===== config.mk =====
export PLATFORM = sky130hd
export DESIGN_NAME = antirebote_n
export DESIGN_NICKNAME = d
export VERILOG_FILES = /design/src/rtl/antirebote_pkg.sv /design/src/rtl/antirebote_canal.sv /design/src/rtl/antirebote_n.sv
export SDC_FILE = /design/constraint.sdc
export NUM_CORES = 1
export LEC_CHECK = 0
export CELL_PAD_IN_SITES_DETAIL_PLACEMENT = 2
export CELL_PAD_IN_SITES_GLOBAL_PLACEMENT = 2
export CORE_AREA = 2 2 101 127
export CTS_CLUSTER_DIAMETER = 40
export CTS_CLUSTER_SIZE = 14
export DETAILED_ROUTE_END_ITERATION = 10
export DIE_AREA = 0 0 103 129
export PLACE_DENSITY = 0.79
export SLEW_MARGIN = 20
export SYNTH_ARGS = -nofsm -noshare
export SYNTH_HDL_FRONTEND = slang
export SYNTH_SLANG_ARGS = --single-unit
export TNS_END_PERCENT = 20

===== constraint.sdc =====
create_clock -name clk -period 1.6 [get_ports clk]
set_input_delay 0.24 -clock clk [delete_from_list [all_inputs] [get_ports clk]]
set_output_delay 0.24 -clock clk [all_outputs]
set_load 0.03 [all_outputs]

===== src/rtl/antirebote_pkg.sv =====
// Shared types and width helper for the multi-channel debouncer.
package antirebote_pkg;

   typedef enum logic [1:0] {
      BAJO = 2'b00,
      SUBE = 2'b01,
      ALTO = 2'b10,
      BAJA = 2'b11
   } estado_t;

   // Bits needed to hold 0..max_val, never less than one.
   function automatic int unsigned cnt_w(input int unsigned max_val);
      return (max_val == 0) ? 1 : $clog2(max_val + 1);
   endfunction

endpackage


===== src/rtl/antirebote_canal.sv =====
// One debounce channel: synchroniser, stability FSM, edge pulses and long-press detector.
module antirebote_canal #(
   parameter int unsigned STABLE = 4,
   parameter int unsigned HOLD   = 16,
   parameter int unsigned SYNC   = 2
) (
   input  logic clk,
   input  logic rst_n,
   input  logic en,
   input  logic din,
   output logic dout,
   output logic rise,
   output logic fall,
   output logic hold
);
   import antirebote_pkg::*;

   localparam int unsigned     CW        = cnt_w(STABLE);
   localparam int unsigned     HW        = cnt_w(HOLD);
   localparam logic [CW-1:0]   CNT_LAST  = CW'(STABLE);
   localparam bit              HOLD_EN   = (HOLD != 0);
   localparam logic [HW-1:0]   HOLD_MAX  = HW'(HOLD);
   localparam logic [HW-1:0]   HOLD_LAST = HW'(HOLD_EN ? HOLD - 1 : 0);

   logic [SYNC-1:0] sync_q, sync_d;
   estado_t         state_q, state_d;
   logic [CW-1:0]   cnt_q, cnt_d, cnt_inc;
   logic [HW-1:0]   hcnt_q, hcnt_d;
   logic            dout_q, dout_d;
   logic            rise_q, rise_d;
   logic            fall_q, fall_d;
   logic            hold_q, hold_d;
   logic            s;

   // Synchroniser runs every cycle regardless of en.
   always_comb begin
      sync_d = {sync_q[SYNC-2:0], din};
   end

   assign s = sync_q[SYNC-1];

   // Stability FSM: a level must persist STABLE enabled cycles before dout follows it.
   always_comb begin
      state_d = state_q;
      cnt_d   = cnt_q;
      dout_d  = dout_q;
      rise_d  = 1'b0;
      fall_d  = 1'b0;
      cnt_inc = cnt_q + CW'(1);
      if (en) begin
         case (state_q)
            BAJO: begin
               if (s) begin
                  if (STABLE == 1) begin
                     state_d = ALTO;
                     dout_d  = 1'b1;
                     rise_d  = 1'b1;
                     cnt_d   = '0;
                  end else begin
                     state_d = SUBE;
                     cnt_d   = CW'(1);
                  end
               end
            end
            SUBE: begin
               if (!s) begin
                  state_d = BAJO;
                  cnt_d   = '0;
               end else if (cnt_inc == CNT_LAST) begin
                  state_d = ALTO;
                  dout_d  = 1'b1;
                  rise_d  = 1'b1;
                  cnt_d   = '0;
               end else begin
                  cnt_d = cnt_inc;
               end
            end
            ALTO: begin
               if (!s) begin
                  if (STABLE == 1) begin
                     state_d = BAJO;
                     dout_d  = 1'b0;
                     fall_d  = 1'b1;
                     cnt_d   = '0;
                  end else begin
                     state_d = BAJA;
                     cnt_d   = CW'(1);
                  end
               end
            end
            BAJA: begin
               if (s) begin
                  state_d = ALTO;
                  cnt_d   = '0;
               end else if (cnt_inc == CNT_LAST) begin
                  state_d = BAJO;
                  dout_d  = 1'b0;
                  fall_d  = 1'b1;
                  cnt_d   = '0;
               end else begin
                  cnt_d = cnt_inc;
               end
            end
            default: begin
               state_d = BAJO;
               cnt_d   = '0;
            end
         endcase
      end
   end

   // Long-press counter saturates at HOLD; a fall on the same edge suppresses the pulse.
   always_comb begin
      hcnt_d = hcnt_q;
      hold_d = 1'b0;
      if (rise_d || fall_d) begin
         hcnt_d = '0;
      end else if (HOLD_EN && en && (state_q == ALTO || state_q == BAJA) &&
                   (hcnt_q != HOLD_MAX)) begin
         hcnt_d = hcnt_q + HW'(1);
         hold_d = (hcnt_q == HOLD_LAST);
      end
   end

   always_ff @(posedge clk or negedge rst_n) begin
      if (!rst_n) begin
         sync_q  <= '0;
         state_q <= BAJO;
         cnt_q   <= '0;
         hcnt_q  <= '0;
         dout_q  <= 1'b0;
         rise_q  <= 1'b0;
         fall_q  <= 1'b0;
         hold_q  <= 1'b0;
      end else begin
         sync_q  <= sync_d;
         state_q <= state_d;
         cnt_q   <= cnt_d;
         hcnt_q  <= hcnt_d;
         dout_q  <= dout_d;
         rise_q  <= rise_d;
         fall_q  <= fall_d;
         hold_q  <= hold_d;
      end
   end

   assign dout = dout_q;
   assign rise = rise_q;
   assign fall = fall_q;
   assign hold = hold_q;

endmodule


===== src/rtl/antirebote_n.sv =====
// N independent debounce channels sharing clock, reset and count enable.
module antirebote_n #(
   parameter int unsigned N      = 5,
   parameter int unsigned STABLE = 4,
   parameter int unsigned HOLD   = 16,
   parameter int unsigned SYNC   = 2
) (
   input  logic         clk,
   input  logic         reset,
   input  logic         en,
   input  logic [N-1:0] din,
   output logic [N-1:0] dout,
   output logic [N-1:0] rise,
   output logic [N-1:0] fall,
   output logic [N-1:0] hold
);

   for (genvar i = 0; i < N; i++) begin : g_canal
      antirebote_canal #(
         .STABLE (STABLE),
         .HOLD   (HOLD),
         .SYNC   (SYNC)
      ) u_canal (
         .clk   (clk),
         .rst_n (reset),
         .en    (en),
         .din   (din[i]),
         .dout  (dout[i]),
         .rise  (rise[i]),
         .fall  (fall[i]),
         .hold  (hold[i])
      );
   end

endmodule


==> summary.md, run 1 <==
| Metric | Value |
|---|---|
| Final RePlAce weighted congestion | `0.787` |
| Area grow syn2layout | `24.9%` |
| Initial Utilization | `0.346` |
| Asr flop ratio synth | `1.00` |
| Setup crit end kind | `output port` |
| Worst path top cell family by delay | `buffers and inverters` |
| Slew Viols, Final | `0` |
| Die Span X | `103 um` |
| Dominant synthesized flop cell | `dfrtp_1` |
| Setup WS post-layout | `0.0325 ns` |
| Post-Route WL | `10500 um` |
| Avg Synthesized Cell Area | `10.6 um2` |
| Fin util | `0.432` |
| Synth top area share | `0.481` |
| Grt total ovfl | `0` |
| Pre-CTS setup slack | `-0.206 ns` |
| Yosys cell types | `56` |
| CTS HTree Levels | `3` |
| LEAKAGE | `2.51 nW` |
| Post-synthesis simple-gate area fraction | `0.180` |
| Post-Syn Instances | `392` |
| Sequential area share after synthesis | `0.481` |
| Worst VDD drop | `0.691 mV` |
| Arr. time, crit path | `1.33 ns` |
| Pwr/cell area | `around 1300 nW/um2` |
| Final setup violation count | `0` |
| Post-synth EDFFs | `0` |
| ANT cells | `0` |
| Fillers | `1288` |
| Pin count of the biggest net entering global routing | `32` |
| Mapped Nets | `426` |
| Worst EP required | `1.36 ns` |
| Status | `complete, no violations` |
| Max-Cap Viols | `0` |
| Worst path cell trace | `clkdlybuf4s50_1` |
| Fin Hold WS | `0.335 ns` |
| CTS Root Cell | `clkbuf_16` |
| Row count | `45` |
| WL/cell | `17.3 um` |
| # port buffers | `27` |
| Reg clk slew, reported paths | `0.06 ns` |
| Core ar. | `12000 um2` |
| Peak per-stage delay on the critical path | `0.66 ns` |
| Largest family of logic cells by synthesized area | `simple AND/OR/NAND/NOR gates` |
| Multi-input logic area | `between 1500 and 2000 um2` |
| Period minus WS final | `about 1.6 ns` |
| Global-route wire length before repair | `approximately 18000 um` |
| Synth Area in Adders | `0.0781` |
| Routed vias | `3148` |
| DP Wirelength | `around 7400 um` |
| Hold Crit Class | `in2reg` |
| Nets@finish | `473` |
| Router iterations before antenna repair | `4` |
| Number of antenna violations at the first check in global routing | `0` |
| Die ar. | `13300 um2` |
| Post-synthesis compound-gate area fraction | `0.137` |
| Worst Clk Skew | `just under 0.009 ns` |
| Fraction of layout cells with a size suffix above 1 | `0.216` |
| Longest Clk Path Bufs | `2` |
| First DRT Iteration DRCs | `roughly 120` |
| #FFs+latches synth | `80` |
| Final Hold Fails | `0` |
| Max Freq | `between 600 and 700 MHz` |
| Synth area leaders | `dfrtp_1, ha_1, buf_4, nand3_1, o21ai_0` |
| Relative slew margins | `0.760` |
| Crit start category | `register` |
| Critical path class | `reg2out` |
| Synth area leader | `dfrtp_1` |
| Crit path max fanout | `1` |
| Clk Latency, worst-skew pair | `0.34 ns` |
| Vias/cell | `5.18` |
| Buf+Inv Stages, Crit Path | `1` |
| Die Y | `~130 um` |
| Fin crit share | `0.980` |
| Final ANT Viol Nets | `0` |
| XOR/XNOR Fraction of Synth Area | `0.0273` |
| Unrepaired setup endpoints after global routing | `true` |
| Final Cell Area | `5200 um2` |
| Synthesized cell area | `4160 um2` |
| Residual DRC | `0` |
| Register area | `2000 um2` |
| Post-synthesis mux area share | `0.0153` |
| TritonCTS clock tree | `yes` |
| Overall Power | `6.99 mW` |
| Slowest stage cell, crit path | `clkdlybuf4s50_1` |
| YS warnings | `0` |
| Num CTS Buffers | `9` |
| Vias in the first global route | `3663` |
| I/O pin count | `28` |
| Worst slew pin tran | `0.354 ns` |
| Placed Area | `4740 um2` |
| Tot GR Track Use | `0.170` |
| CTS Sinks | `80` |
==> state kept, by name, indices dropped and copies added (netlist names), named ones only <==
| signal | cells |
|---|---|
| g_canal.u_canal.cnt_q | 15 |
| g_canal.u_canal.dout | 5 |
| g_canal.u_canal.fall | 5 |
| g_canal.u_canal.hcnt_q | 25 |
| g_canal.u_canal.hold | 5 |
| g_canal.u_canal.rise | 5 |
| g_canal.u_canal.state_q | 5 |
| g_canal.u_canal.sync_q | 10 |
==> layout make-up <==
cell class | count | area share
Clock buffer | 10 | 0.0459
Sequential cell | 80 | 0.385
Inverter | 23 | 0.0166
Multi-Input combinational cell | 256 | 0.372
Timing Repair Buffer | 69 | 0.124
Tap cell | 164 | 0.0394
Clock inverter | 6 | 0.0176
==> cell families after synthesis <==
kind of cell,Yosys count
flops,80
mux,6
fa+ha+maj,26
buf+inv,56
compound gates,86
xor+xnor,13
simple gates,125
==> placed cells by master (no fill, tap or decap), types with 12 or more instances in the layout <==
master,n
ha_1,20
nand2_1,14
o21ai_0,26
inv_1,23
dfrtp_1,80
nand3_1,26
nor2_1,16
clkdlybuf4s50_1,12
a21oi_1,20
buf_4,38
and3_1,14
==> metal layers <==
metal	global-route usage	vias up	share of wire
li1	-	1465	-
met1	0.185	1631	0.39
met2	0.322	40	0.57
met3	0.0261	12	0.019
met4	0.0712	0	0.020
met5	0	-	0
==> where the power goes <==
part | switching (mW) | internal (mW) | leakage [nW]
registers | 0.410 | 2.35 | 1.02
clock network | 0.872 | 1.42 | 0.163
logic | 1.01 | 0.936 | 1.32
==> Yosys cell counts (2+ instances only) <==
cell type,instances
and4_1,2
or3_1,5
a31oi_1,8
nor2_2,2
and3_1,14
mux2_2,2
xor2_1,9
buf_2,4
o21ai_1,3
inv_1,23
a32o_1,4
dfrtp_1,80
nor2_1,16
nand2_2,4
mux2i_1,3
nand3_1,26
a22o_1,5
buf_4,24
a211o_1,2
nor2b_1,10
and2_1,6
nand3b_1,7
a21oi_2,3
nor4bb_1,3
o31ai_1,2
buf_6,2
nand4bb_1,4
ha_1,26
a211oi_1,3
nand2_1,14
a311oi_2,3
xnor2_1,4
o21ai_0,26
a221oi_1,2
a21oi_1,20
==> per-stage QoR <==
step / TNS, ns / instances
after global routing: -0.213 / 608
final: 0 / 608
after global placement: -1.61 / 590
after detailed placement: -2.93 / 590
after CTS: -0.0228 / 607
after floorplan: 0 / 392
==> repair_timing <==
item,in CTS,in global routing
setup buffers,0,1
hold buffers,1,0
cloned,0,0
setup endpoints to repair,12,32
gates resized for setup,11,22
pin swaps,0,2
hold endpoints to repair,19,0
==> worst paths after layout <==
| check | cells past startpoint | startpoint | end | slack (ns) |
|---|---|---|---|---|
| setup / recovery | 1 | g_canal[4].u_canal.rise | rise[4] | 0.03 |
| max in group asynchronous | 3 | reset | g_canal[1].u_canal.fall | 0.78 |
| setup reg to reg | 5 | g_canal[4].u_canal.hcnt_q[0] | g_canal[4].u_canal.hcnt_q[2] | 0.04 |
| hold reg to reg | 0 | g_canal[2].u_canal.sync_q[0] | g_canal[2].u_canal.sync_q[1] | 0.35 |
| min in group asynchronous | 2 | reset | g_canal[3].u_canal.hcnt_q[2] | 0.34 |
| hold / removal | 1 | din[1] | g_canal[1].u_canal.sync_q[0] | 0.33 |
Power figures use the tool's default switching activity.
==> run 2: changes to the inputs <==
--- a/config.mk
+++ b/config.mk
@@ -7,12 +7,13 @@
 export LEC_CHECK = 0
 export CELL_PAD_IN_SITES_DETAIL_PLACEMENT = 2
 export CELL_PAD_IN_SITES_GLOBAL_PLACEMENT = 2
-export CORE_AREA = 2 2 101 127
+export CORE_AREA = 2 2 96 121
 export CTS_CLUSTER_DIAMETER = 40
 export CTS_CLUSTER_SIZE = 14
 export DETAILED_ROUTE_END_ITERATION = 10
-export DIE_AREA = 0 0 103 129
-export PLACE_DENSITY = 0.79
+export DIE_AREA = 0 0 98 123
+export GPL_TIMING_DRIVEN = 0
+export PLACE_DENSITY = 0.83
 export SLEW_MARGIN = 20
 export SYNTH_ARGS = -nofsm -noshare
 export SYNTH_HDL_FRONTEND = slang
==> constraint.sdc (replaced) <==
create_clock -name clk -period 1.49 [get_ports clk]
set_input_delay 0.2235 -clock clk [delete_from_list [all_inputs] [get_ports clk]]
set_output_delay 0.2235 -clock clk [all_outputs]
set_load 0.03 [all_outputs]
==> run 2 against run 1 <==
Net effect:
- largest cell class is now multi-input gates
- the flow now finishes with violations (setup timing)
- critical path depth rose by 4
- register-to-register slack got worse by 0.08 ns
- first-iteration DRC count fell by 13%
==> summary.md, run 2 (synthesis gave the netlist of run 1 again) <==
| Metric | Value |
|---|---|
| Reg with most FFs | `g_canal.u_canal.hcnt_q (unchanged)` |
| Unrepaired setup endpoints after global routing | `true (unchanged)` |
| Router iterations before antenna repair | `4 (unchanged)` |
| DP Wirelength | `7100 um (was 7440 um)` |
| Clk Latency, worst-skew pair | `0.33 ns (was 0.34 ns)` |
| Crit path max fanout | `4 (was 1)` |
| First DRT Iteration DRCs | `105 (was 121)` |
| Hold Crit Class | `in2reg (unchanged)` |
| TritonCTS clock tree | `yes (unchanged)` |
| Fin Setup TNS | `-0.0593 ns (was 0 ns)` |
| Grt total ovfl | `0 (unchanged)` |
| Tot GR Track Use | `0.194 (was 0.170)` |
| Pin count of the biggest net entering global routing | `45 (was 32)` |
| Area grow syn2layout | `30.0% (was 24.9%)` |
| Final RePlAce weighted congestion | `0.776 (was 0.787)` |
| WL/cell | `20.9 um (was 17.3 um)` |
| Number of flip-flops in the largest register | `25 (unchanged)` |
| Period minus WS final | `1.53 ns` |
| Slew Viols, Final | `0 (unchanged)` |
| ANT cells | `0 (unchanged)` |
| Num CTS Buffers | `9 (unchanged)` |
| Fin crit share | `1.03` |
| Initial Utilization | `0.381 (was 0.346)` |
| Seq pwr share | `0.405 (was 0.394)` |
| Die Y | `123 um (was 129 um)` |
| Core ar. | `10900 um2 (was 12000 um2)` |
| Reg clk slew, reported paths | `0.06 ns (about the same)` |
| Largest regs | `g_canal.u_canal.hcnt_q (25), g_canal.u_canal.cnt_q (15), g_canal.u_canal.sync_q (10) (unchanged)` |
| Die Span X | `98 um (was 103 um)` |
| Highest-count cells in the layout ignoring fill and taps | `dfrtp_1, buf_4, nand3_1, o21ai_0, inv_1 (unchanged)` |
| Reg2reg start | `g_canal[3].u_canal.hcnt_q[1] (was g_canal[4].u_canal.hcnt_q[0])` |
| Switch share | `0.355 (was 0.328)` |
| Hold path start | `en (was din[1])` |
| Arr. time, crit path | `1.73 ns (was 1.33 ns)` |
| Nets@finish | `480 (was 473)` |
| Commonest non-fill, non-tap cell in the layout | `dfrtp_1 (unchanged)` |
| Worst EP required | `1.69 ns (was 1.36 ns)` |
| Gate power share | `0.323 (was 0.278)` |
| Final Hold Fails | `0 (unchanged)` |
| Vias in the first global route | `3674 (was 3663)` |
| Clock power share | `0.273 (was 0.327)` |
| Fillers | `1109 (was 1288)` |
| Final setup violation count | `3 (was 0)` |
| Max-Cap Viols | `0 (unchanged)` |
| Longest Clk Path Bufs | `2 (unchanged)` |
| Row count | `43 (was 45)` |
| Status | `complete, but fails checks (was complete, no violations)` |
| Worst Clk Skew | `0.00522 ns (was 0.00870 ns)` |
| Die ar. | `12100 um2 (was 13300 um2)` |
| Post-Route WL | `12200 um (was 10500 um)` |
| LEAKAGE | `2.43 nW (was 2.51 nW)` |
| Int Pwr | `4.90 mW (was 4.70 mW)` |
| Final ANT Viol Nets | `0 (unchanged)` |
| Failing checks | `setup timing` |
| I/O pin count | `28 (unchanged)` |
| Pwr/cell area | `1400 nW/um2 (was 1340 nW/um2)` |
| Relative slew margins | `0.641 (was 0.760)` |
| NetSw | `2.70 mW (was 2.29 mW)` |
| Worst VDD drop | `0.661 mV (was 0.691 mV)` |
| CTS HTree Levels | `3 (unchanged)` |
| Residual DRC | `0 (unchanged)` |
| Setup WS post-layout | `-0.0383 ns (was 0.0325 ns)` |
| Fin Hold WS | `0.292 ns (was 0.335 ns)` |
| Setup crit end kind | `register (was output port)` |
| Vias/cell | `5.56 (was 5.18)` |
| Worst slew pin tran | `0.538 ns (was 0.354 ns)` |
| Launch point of the worst path | `g_canal[3].u_canal.hcnt_q[1] (was g_canal[4].u_canal.rise)` |
| # port buffers | `26 (was 27)` |
| CTS Sinks | `80 (unchanged)` |
| Number of antenna violations at the first check in global routing | `0 (unchanged)` |
| Fraction of layout cells with a size suffix above 1 | `0.349 (was 0.216)` |
| Routed vias | `3254 (was 3148)` |
| Critical path class | `reg2reg (was reg2out)` |
| Crit start category | `register (unchanged)` |
| CTS Root Cell | `clkbuf_16 (unchanged)` |
| Max Freq | `654 MHz` |
| Global-route wire length before repair | `18500 um (was 17700 um)` |
run 2: critical path: stages (launching register included):
cell and delay (ns):
dfrtp_1 0.41, inv_2 0.09, ha_4 0.13, or4bb_4 0.50, a31oi_4 0.20, a311oi_4 0.06
run 2: path summary, 6_finish.rpt:
kind	to	slack (ns)	cells past startpoint
max in group asynchronous	g_canal[0].u_canal.hcnt_q[1]	0.43	3
worst min register to register	g_canal[3].u_canal.sync_q[1]	0.35	0
worst min-delay path	g_canal[1].u_canal.fall	0.29	3
worst max-delay path	g_canal[3].u_canal.hcnt_q[2]	-0.04	5
min in group asynchronous	g_canal[3].u_canal.hold	0.41	2
worst max register to register	g_canal[3].u_canal.hcnt_q[2]	-0.04	5
run 2: timing repair:
item,4_1_cts,5_1_grt
buffers inserted,7,9
pin swaps,10,13
endpoints found under the setup margin,53,41
gates resized for setup,56,50
endpoints found under the hold margin,36,0
hold buffers,1,0
run 2: power groups by stage:
stage / clock network (mW) / registers, mW / logic (mW)
4_1_cts: 2.11 / 2.94 / 2.07
3_5_place_dp: 0 / 2.94 / 1.79
6_report: 2.07 / 3.08 / 2.45
5_1_grt: 2.20 / 3.12 / 2.70
2_1_floorplan: 0 / 2.82 / 1.30
3_3_place_gp: 0 / 2.90 / 1.63
run 2: per-stage QoR:
stage,std cells,setup slack [ns],utilization,total power [mW],cell area [um2]
detailed placement,554,-0.197,0.423,4.74,4620
global route,585,-0.0759,0.496,8.02,5410
floorplan,392,0.0132,-,4.12,4160
CTS,577,-0.0876,0.467,7.13,5100
global placement,553,-2.83,0.421,4.52,4590
finish,585,-0.0383,0.496,7.60,5410
run 2: cell type report:
class | count | area, um2 | share of cell area
Timing Repair Buffer | 44 | 373 | 0.0689
Clock buffer | 15 | 268 | 0.0495
Tap cell | 135 | 169 | 0.0312
Sequential cell | 80 | 2010 | 0.371
Multi-Input combinational cell | 256 | 2260 | 0.417
Inverter | 23 | 86.3 | 0.0160
Buffer | 32 | 248 | 0.0458
run 2: per-layer routing:
layer	vias up	routed length, um	global-route usage
li1	1476	-	-
met1	1729	4920	0.221
met2	35	6830	0.370
met3	14	241	0.0249
met4	0	208	0.0738
met5	-	0	0
==> run 3: changes to the inputs <==
--- a/config.mk
+++ b/config.mk
@@ -7,13 +7,13 @@
 export LEC_CHECK = 0
 export CELL_PAD_IN_SITES_DETAIL_PLACEMENT = 2
 export CELL_PAD_IN_SITES_GLOBAL_PLACEMENT = 2
-export CORE_AREA = 2 2 96 121
+export CORE_AREA = 2 2 93 117
 export CTS_CLUSTER_DIAMETER = 40
 export CTS_CLUSTER_SIZE = 14
 export DETAILED_ROUTE_END_ITERATION = 10
-export DIE_AREA = 0 0 98 123
+export DIE_AREA = 0 0 95 119
 export GPL_TIMING_DRIVEN = 0
-export PLACE_DENSITY = 0.83
+export PLACE_DENSITY = 0.88
 export SLEW_MARGIN = 20
 export SYNTH_ARGS = -nofsm -noshare
 export SYNTH_HDL_FRONTEND = slang
==> constraint.sdc (replaced) <==
create_clock -name clk -period 1.9 [get_ports clk]
set_input_delay 0.285 -clock clk [delete_from_list [all_inputs] [get_ports clk]]
set_output_delay 0.285 -clock clk [all_outputs]
set_load 0.03 [all_outputs]
==> run 3 against run 2 <==
Net effect:
- the flow now finishes without violations
- die area decreased by 6.2%
- clock-buffer cell count decreased by 4
- worst hold slack improved by 0.055 ns
- total power decreased by 24%
- clock power about the same
- critical path depth decreased by 3
- global-route usage increased by 2.1 points
- register-to-register slack improved by 0.18 ns
- clock skew about the same
- via count decreased by 3.2%
- sequential power decreased by 25%
- critical endpoint is now dout[0]
- largest power group unchanged
==> summary.md, run 3 (synthesis gave the netlist of run 1 again) <==
| Metric | Value |
|---|---|
| Status | `complete, no violations (was complete, but fails checks)` |
| Vias in the first global route | `3670 (was 3674)` |
| CTS Root Cell | `clkbuf_16 (unchanged)` |
| I/O pin count | `28 (unchanged)` |
| Largest regs | `g_canal.u_canal.hcnt_q (25), g_canal.u_canal.cnt_q (15), g_canal.u_canal.sync_q (10) (unchanged)` |
| Router iterations before antenna repair | `4 (unchanged)` |
| Post-CTS Resized | `0 (was 56)` |
| Relative slew margins | `0.645 (was 0.641)` |
| Final Hold Fails | `0 (unchanged)` |
| Num CTS Buffers | `9 (unchanged)` |
| Routed vias | `3149 (was 3254)` |
| Buf+Inv Stages, Crit Path | `2 (was 1)` |
| Longest Clk Path Bufs | `2 (unchanged)` |
| Die Y | `119 um (was 123 um)` |
| Max-Cap Viols | `0 (unchanged)` |
| Overall Power | `5.81 mW (was 7.60 mW)` |
| Pin count of the biggest net entering global routing | `56 (was 45)` |
| Tot GR Track Use | `0.215 (was 0.194)` |
| Vias/cell | `5.54 (was 5.56)` |
| Row count | `42 (was 43)` |
| Residual DRC | `0 (unchanged)` |
| Critical path class | `reg2out (was reg2reg)` |
| Peak per-stage delay on the critical path | `0.65 ns (was 0.50 ns)` |
| CTS Hold Bufs | `1 (unchanged)` |
| Max Freq | `562 MHz` |
| Fin Hold WS | `0.347 ns (was 0.292 ns)` |
| WL met1 | `4480 um (was 4920 um)` |
| Max layer used | `met4 (unchanged)` |
| # port buffers | `26 (unchanged)` |
| Unrepaired setup endpoints after global routing | `false (was true)` |
| Slew Viols, Final | `0 (unchanged)` |
| Fin util | `0.481 (was 0.496)` |
| Final setup violation count | `0 (was 3)` |
| Global-route wire length before repair | `18900 um (was 18500 um)` |
| Nets@finish | `465 (was 480)` |
| DR WL met3 | `207 um (was 241 um)` |
| Setup crit end kind | `output port (was register)` |
| WL/cell | `19.5 um (was 20.9 um)` |
| Crit start category | `register (unchanged)` |
| LEAKAGE | `2.32 nW (was 2.43 nW)` |
| Worst Clk Skew | `0.00506 ns (was 0.00522 ns)` |
| Die ar. | `11300 um2 (was 12100 um2)` |
| Arr. time, crit path | `1.49 ns (was 1.73 ns)` |
| Met2 WL | `6220 um (was 6830 um)` |
| Grt total ovfl | `0 (unchanged)` |
| Area grow syn2layout | `19.6% (was 30.0%)` |
| Worst EP required | `1.62 ns (was 1.69 ns)` |
| Post-Route WL | `11100 um (was 12200 um)` |
| Number of flip-flops in the largest register | `25 (unchanged)` |
| Commonest non-fill, non-tap cell in the layout | `dfrtp_1 (unchanged)` |
| Pre-CTS setup slack | `0.205 ns (was -0.197 ns)` |
| Setup WS post-layout | `0.121 ns (was -0.0383 ns)` |
| Hold Crit Class | `reg2reg (was in2reg)` |
| Pwr/cell area | `1170 nW/um2 (was 1400 nW/um2)` |
| Worst VDD drop | `0.446 mV (was 0.661 mV)` |
| Worst path top cell family by delay | `buffers and inverters (was simple AND/OR/NAND/NOR gates)` |
| Reg clk slew, reported paths | `0.06 ns (about the same)` |
| Initial Utilization | `0.402 (was 0.381)` |
| Fin crit share | `0.936` |
| Period minus WS final | `1.78 ns` |
| Placed Area | `4610 um2 (was 4620 um2)` |
| Fraction of layout cells with a size suffix above 1 | `0.161 (was 0.349)` |
| Crit path max fanout | `3 (was 4)` |
| Number of antenna violations at the first check in global routing | `0 (unchanged)` |
| Highest-count cells in the layout ignoring fill and taps | `dfrtp_1, nand3_1, o21ai_0, ha_1 (was dfrtp_1, buf_4, nand3_1, o21ai_0, inv_1)` |
| Reg with most FFs | `g_canal.u_canal.hcnt_q (unchanged)` |
| Final RePlAce weighted congestion | `0.787 (was 0.776)` |
| ANT cells | `0 (unchanged)` |
| CTS Sinks | `80 (unchanged)` |
| TritonCTS clock tree | `yes (unchanged)` |
| Final Cell Area | `4980 um2 (was 5410 um2)` |
| First DRT Iteration DRCs | `133 (was 105)` |
| Worst slew pin tran | `0.526 ns (was 0.538 ns)` |
| Slowest stage cell, crit path | `clkdlybuf4s50_1 (was or4bb_4)` |
| Final ANT Viol Nets | `0 (unchanged)` |
| Core ar. | `10400 um2 (was 10900 um2)` |
| CTS HTree Levels | `3 (unchanged)` |
| Post-CTS Setup Bufs | `0 (was 7)` |
| Die Span X | `95 um (was 98 um)` |
| Clk Latency, worst-skew pair | `0.34 ns (was 0.33 ns)` |
| DP Wirelength | `7270 um (was 7100 um)` |
| Worst path cell trace | `buf_4, clkdlybuf4s50_1 (was inv_2, ha_4, or4bb_4, a31oi_4, a311oi_4)` |
==> run 3: cell count changes in the layout (fill, tap and decap cells not counted), moves of 7 or more <==
cell	before	now
dfrtp_1	73	80
xor2_1	1	9
ha_1	9	26
dfrtp_2	7	0
buf_4	55	25
clkdlybuf4s50_1	5	25
ha_4	9	0
ha_2	8	0
==> run 3: through the flow <==
stage	setup TNS, ns	std cells
floorplan	0	392
global placement	-197.26	550
detailed placement	0	551
CTS	0	568
global route	0	568
finish	0	568
==> run 3: final timing paths <==
path	start	endpoint	slack, ns	depth (start not counted)
setup / recovery	g_canal[0].u_canal.dout	dout[0]	0.12	2
hold / removal	g_canal[3].u_canal.sync_q[0]	g_canal[3].u_canal.sync_q[1]	0.35	0
setup reg to reg	g_canal[3].u_canal.hcnt_q[0]	g_canal[3].u_canal.hcnt_q[2]	0.14	5
hold reg to reg	g_canal[3].u_canal.sync_q[0]	g_canal[3].u_canal.sync_q[1]	0.35	0
max in group asynchronous	reset	g_canal[3].u_canal.cnt_q[0]	0.88	3
min in group asynchronous	reset	g_canal[3].u_canal.hcnt_q[4]	0.40	2
==> run 3: metal layers <==
| layer | vias up | GRT usage |
|---|---|---|
| met2 | 31 | 0.398 |
| met3 | 15 | 0.0424 |
| met4 | 0 | 0.0598 |
| met5 | - | 0 |
| li1 | 1450 | - |
| met1 | 1653 | 0.247 |
==> run 3: final cells by class <==
type                       instances  area [um2]
fill                            1034        5370
sequential                        80        2000
multi-input combinational        256        1820
timing repair buffer              28         295
clock buffer                      11         253
buffer                            33         251
tap                              132         165
clock inverter                     5         103
inverter                          23        86.3
==> run 3: power by group <==
part | switching [mW] | internal [mW]
combinational | 0.840 | 0.593
clock | 0.725 | 1.35
sequential | 0.321 | 1.98
